### src/rtl/updn_mon_pkg.sv
// Shared types for the up/down counter sequence monitor.
package updn_mon_pkg;
  typedef enum logic [1:0] {
    ACQ    = 2'b00,
    TRAIN  = 2'b01,
    TRK_UP = 2'b10,
    TRK_DN = 2'b11
  } state_t;

  localparam logic DIR_UP = 1'b0;
  localparam logic DIR_DN = 1'b1;
endpackage

### src/rtl/updn_mon_watchdog.sv
// Idle watchdog for updn_seq_monitor: counts enabled cycles, fires once at TIMEOUT.
module updn_mon_watchdog #(
  parameter int TIMEOUT = 16
) (
  input  logic clk,
  input  logic reset,
  input  logic clear,
  input  logic count_en,
  output logic expire
);
  localparam int CW = $clog2(TIMEOUT + 1);
  localparam logic [CW-1:0] LAST = CW'(TIMEOUT - 1);

  logic [CW-1:0] r_cnt;

  // Fires on the cycle that would make the count reach TIMEOUT; clear wins.
  assign expire = count_en && !clear && (r_cnt == LAST);

  always_ff @(posedge clk or negedge reset) begin
    if (!reset)                r_cnt <= '0;
    else if (clear || expire)  r_cnt <= '0;
    else if (count_en)         r_cnt <= r_cnt + CW'(1);
  end
endmodule

### src/rtl/updn_seq_monitor.sv
// Up/down counter sequence monitor: locks on direction, predicts steps incl. turnarounds.
// Optional idle watchdog compiled in with UPDN_MON_WATCHDOG_EN.
module updn_seq_monitor
  import updn_mon_pkg::*;
#(
  parameter int WIDTH   = 2,
  parameter int MAX     = 3,
  parameter int ERR_W   = 8,
  parameter int TIMEOUT = 16
) (
  input  logic             clk,
  input  logic             reset,
  input  logic             valid,
  input  logic [WIDTH-1:0] count_in,
  output logic             locked,
  output logic             dir,
  output logic             turn,
  output logic             err,
  output logic [ERR_W-1:0] err_count,
  output logic             stall
);
  localparam logic [WIDTH-1:0] MAX_V = WIDTH'(MAX);
  localparam logic [WIDTH-1:0] ONE   = WIDTH'(1);

  state_t           r_state, w_nxt_state;
  logic [WIDTH-1:0] r_prev, w_nxt_prev;
  logic             r_turn, r_err, w_turn, w_err;
  logic [ERR_W-1:0] r_err_cnt;
  logic             w_legal, w_step_up, w_step_dn, w_top, w_bot, w_locked, w_expire;

  // Step detection guarded at the ends so nothing wraps modulo 2^WIDTH.
  assign w_legal   = (count_in <= MAX_V);
  assign w_top     = (r_prev == MAX_V);
  assign w_bot     = (r_prev == '0);
  assign w_step_up = (r_prev != '1) && (count_in == r_prev + ONE);
  assign w_step_dn = !w_bot && (count_in == r_prev - ONE);
  assign w_locked  = (r_state == TRK_UP) || (r_state == TRK_DN);

  always_comb begin
    w_nxt_state = r_state;
    w_nxt_prev  = r_prev;
    w_turn      = 1'b0;
    w_err       = 1'b0;
    if (valid) begin
      w_nxt_prev = count_in;
      case (r_state)
        ACQ: w_nxt_state = TRAIN;
        TRAIN: begin
          if (w_legal && w_step_up)      w_nxt_state = TRK_UP;
          else if (w_legal && w_step_dn) w_nxt_state = TRK_DN;
          else                           w_err = 1'b1;
        end
        TRK_UP: begin
          if (w_legal && w_top && w_step_dn) begin
            w_nxt_state = TRK_DN;
            w_turn      = 1'b1;
          end else if (!(w_legal && !w_top && w_step_up)) begin
            w_nxt_state = TRAIN;
            w_err       = 1'b1;
          end
        end
        TRK_DN: begin
          if (w_legal && w_bot && w_step_up) begin
            w_nxt_state = TRK_UP;
            w_turn      = 1'b1;
          end else if (!(w_legal && !w_bot && w_step_dn)) begin
            w_nxt_state = TRAIN;
            w_err       = 1'b1;
          end
        end
        default: w_nxt_state = ACQ;
      endcase
    end else if (w_expire) begin
      w_nxt_state = ACQ;
    end
  end

  always_ff @(posedge clk or negedge reset) begin
    if (!reset) begin
      r_state   <= ACQ;
      r_prev    <= '0;
      r_turn    <= 1'b0;
      r_err     <= 1'b0;
      r_err_cnt <= '0;
    end else begin
      r_state <= w_nxt_state;
      r_prev  <= w_nxt_prev;
      r_turn  <= w_turn;
      r_err   <= w_err;
      if (w_err && (r_err_cnt != '1)) r_err_cnt <= r_err_cnt + ERR_W'(1);
    end
  end

`ifdef UPDN_MON_WATCHDOG_EN
  logic r_stall;

  updn_mon_watchdog #(.TIMEOUT(TIMEOUT)) u_wd (
    .clk      (clk),
    .reset    (reset),
    .clear    (valid),
    .count_en (w_locked && !valid),
    .expire   (w_expire)
  );

  always_ff @(posedge clk or negedge reset) begin
    if (!reset) r_stall <= 1'b0;
    else        r_stall <= w_expire;
  end

  assign stall = r_stall;
`else
  assign w_expire = 1'b0;
  assign stall    = 1'b0;
`endif

  assign locked    = w_locked;
  assign dir       = (r_state == TRK_DN) ? DIR_DN : DIR_UP;
  assign turn      = r_turn;
  assign err       = r_err;
  assign err_count = r_err_cnt;
endmodule

### config.mk
export PLATFORM = sky130hd
export DESIGN_NAME = updn_seq_monitor
export DESIGN_NICKNAME = d
export VERILOG_FILES = /design/src/rtl/updn_mon_pkg.sv /design/src/rtl/updn_mon_watchdog.sv /design/src/rtl/updn_seq_monitor.sv
export SDC_FILE = /design/constraint.sdc
export NUM_CORES = 1
export LEC_CHECK = 0
export BUFFER_PORTS_ARGS = -buffer_cell sky130_fd_sc_hd__buf_2
export CAP_MARGIN = 20
export CORE_MARGIN = 10
export CORE_UTILIZATION = 51
export DETAILED_ROUTE_END_ITERATION = 6
export GPL_TIMING_DRIVEN = 1
export PLACE_DENSITY = 0.76
export SLEW_MARGIN = 5
export SYNTH_ARGS = -nofsm -noshare
export SYNTH_HDL_FRONTEND = slang
export SYNTH_SLANG_ARGS = --single-unit
### constraint.sdc
create_clock -name clk -period 2.4 [get_ports clk]
set_clock_uncertainty 0.2 [all_clocks]
set_input_delay 0 -clock clk [delete_from_list [all_inputs] [get_ports clk]]
set_output_delay 0 -clock clk [all_outputs]
set_load 0.005 [all_outputs]
==> results by group <==
Job
  – Max-cap violations: 0

Global routing
  – Pin count of the biggest net entering global routing: 15
  – Tot GR Track Use: about 10%
  – Vias in the first global route: between 700 and 800
  – Gr ovfl total: 0
  – First-pass GRT wire length: just under 3000 um
  – Initial antenna violation count: 0

Yosys
  – Top post-synthesis cells by area: dfrtp_1 44%, xnor2_1 5.5%, ha_1 4.7%
  – Top_reg_cell synth: dfrtp_1
  – Mux cell area share after synthesis: around 5.3%
  – Adder-cell share of the synthesized area: 4.69%
  – Dominant cell by count in the synthesized netlist: dfrtp_1
  – Synth cell types: 33
  – Synth area leader: dfrtp_1
  – Mapped Area: approximately 800 um^2
  – Commonest cells post-synth: 14 x dfrtp_1, 8 x nand2_1, 5 x o21ai_0, 5 x xnor2_1
  – Largest family of logic cells by synthesized area: simple AND/OR/NAND/NOR gates
  – Synth top area share: roughly 44%
  – Mapped Nets: 86
  – Cell count after synthesis: 78
  – Synth Area in Compound Gates: 15.5%
  – YS warnings: 0
  – Simple-gate share of the synthesized area: 17.8%
  – Synth async-reset ratio: 100%
  – Flops & latches, synth: 14
  – Syn_area_per_cell: 10.3 um^2
  – Post-synth EDFFs: 0
  – Seq/Total Area, Yosys: 43.8%
  – Synth Area in XOR/XNOR: under 10%

Power and ir drop
  – Clock power share: between 10% and 20%
  – Sequential power share: 43.6%
  – Switching Fraction: 35.5%
  – Worst IR Drop VDD: 0.000401 V
  – Total internal power: 570 uW
  – NetSw: 314 uW
  – Combinational share of power: a little under two fifths
  – Pwr dens: roughly 850 nW/um^2
  – Total leakage power: between 0.4 and 0.5 nW

Min path
  – Hold_sp: err_count[0]
  – Hold Path Depth: 1
  – Hold path endpoint: err_count[0]
  – HP Class: flop to flop

Timing
  – Final worst slack: approximately 100 ps
  – Final slew viol count: 0
  – Period utilization: 95.8%
  – Setup-failing EPs final: 0
  – Max Clock Freq: 435 MHz
  – Final Hold Fails: 0
  – RSZ-0062 raised after global routing: false
  – Min Tclk post-route: 2300 ps
  – Setup_tns: 0 ps
  – Slew @ Worst Pin: 632 ps
  – Slew headroom: 57.7%

Cells and area
  – Share of cells above drive strength 1: 26.4%
  – Filler Cell Count: 113
  – Net count, final: between 100 and 150
  – Final instance area: about 1000 um^2
  – Fin util: 70.2%
  – Antenna cells: 0
  – Area grow syn2layout: 30.7%

Die
  – I/O pin count: 18
  – Die Area: 3550 um^2
  – Cell row count: 14
  – Die Ht: 59.6 um
  – Chip width: 59.6 um
  – Core region area: 1490 um^2
  – Effective utilization at floorplan: 53.7%

Critical path
  – CP Max Fanout: 5
  – Worst EP arrival: approximately 2300 ps
  – Reg-to-Reg End: err_count[6]
  – Worst R2R Start: r_prev[0]
  – R2r setup slk: 100 ps
  – CP endpoint kind: flop
  – Critical path class: flop to flop
  – CP required: 2350 ps
  – Worst reg2reg path depth: 7
  – Type of origin of the critical path: flop

Route
  – Via count: 679
  – DRC: 0
  – Drt first pass iters: 4
  – Initial DRC count: 4
  – Remaining antenna violation count after routing: 0
  – Via density per instance: 5.57
  – Wire length per cell after detailed routing: 14.5 um
  – Wirelength, routed: 1770 um

Clock network
  – Clock Tree Root: clkbuf_4
  – Clock Latency Late Sink: about 270 ps
  – Maximum clock path buffer count: 2
  – CTS HTree Levels: 1
  – CTS tree: yes
  – Total CTS buffers: 3
  – Sink Count: 14
  – Clock slew at reported path FFs: approximately 90 ps

Place
  – Port Buffers: 16
  – DP Area: 888 um^2
  – Gp weighted congestion: 0.820
  – Dpl ws: 43.0 ps
  – Detailed placement HPWL: between 1000 and 1500 um

Outcome
  – Status: complete, no violations
==> per-stage QoR <==
stage,cells,power [mW],hold slack [ps]
2_1_floorplan,78,0.575,-496
3_3_place_gp,107,0.681,-291
3_5_place_dp,107,0.690,-291
4_1_cts,120,0.868,335
5_1_grt,122,0.946,352
6_report,122,0.883,329
==> per-layer routing <==
layer,routed length (um),vias to the layer above,GRT usage (%)
met4,9,0,3.21
met5,0,-,0
met1,737,329,11.4
met3,131,2,3.65
met2,894,13,17.8
li1,-,335,-
==> worst max-delay path: stages, from the launching register on <==
cell	delay, ps
dfrtp_1	410
inv_1	70
ha_1	360
xnor2_4	240
mux2i_1	310
a31oi_4	140
nand4_1	130
mux2_1	320
==> placed cells by master (no fill, tap or decap), types with 2 or more instances in the layout <==
| master | instances |
|---|---|
| a31oi_1 | 2 |
| o21ai_0 | 5 |
| nand2_1 | 8 |
| ha_1 | 3 |
| buf_4 | 3 |
| nor2_1 | 2 |
| clkbuf_4 | 3 |
| xnor2_1 | 5 |
| buf_2 | 16 |
| dfrtp_1 | 14 |
| a41oi_1 | 2 |
| nand3_1 | 3 |
| inv_1 | 3 |
| nor3b_1 | 3 |
| nand4_1 | 3 |
| dlygate4sd3_1 | 9 |
| nor2b_1 | 2 |
==> cell type report <==
cell class	instances	area, um^2	area share (%)
clock buffer	4	36.3	3.47
inverter	3	11.3	1.08
multi-input combinational	57	434	41.6
sequential	14	350	33.5
tap	16	20.0	1.92
timing repair buffer	28	193	18.4
==> power groups by stage <==
| stage | Clock (mW) | Sequential (mW) | Combinational [mW] |
|---|---|---|---|
| after floorplan | 0 | 0.373 | 0.202 |
| after global placement | 0 | 0.387 | 0.295 |
| after detailed placement | 0 | 0.389 | 0.301 |
| after CTS | 0.169 | 0.384 | 0.314 |
| after global routing | 0.180 | 0.398 | 0.369 |
| final | 0.165 | 0.385 | 0.333 |
==> logic make-up (layout without fill, tap and decap cells) <==
family                     after synthesis  in the layout
and+or+nand+nor                         26             26
other                                    1              1
muxes                                    4              4
xor gates and xnor gates                 7              7
buffers and inverters                    7             35
AOI/OAI and AO/OA                       16             16
adders and majority gates                3              3
DFF                                     14             14
==> how the worst max path moves through the flow <==
stage / startpoint / end / depth (start not counted)
3_3_place_gp: r_prev[0] / err_count[1] / 7
6_report: r_prev[0] / err_count[6] / 7
5_1_grt: r_prev[0] / err_count[6] / 7
3_5_place_dp: r_prev[0] / err_count[1] / 7
2_1_floorplan: r_prev[0] / err_count[1] / 7
4_1_cts: r_prev[0] / err_count[6] / 7
==> state kept, by name (all words and copies together), names as in the netlist <==
| name | cells |
|---|---|
| err | 1 |
| r_prev | 2 |
| r_state | 2 |
| err_count | 8 |
| turn | 1 |
==> repair_timing <==
item / 4_1_cts / 5_1_grt
hold endpoints to repair: 20 / 0
hold buffers: 9 / 0
setup buffers: 0 / 2
gates resized for setup: 0 / 2
setup endpoints to repair: 0 / 7
Power figures use the tool's default switching activity.
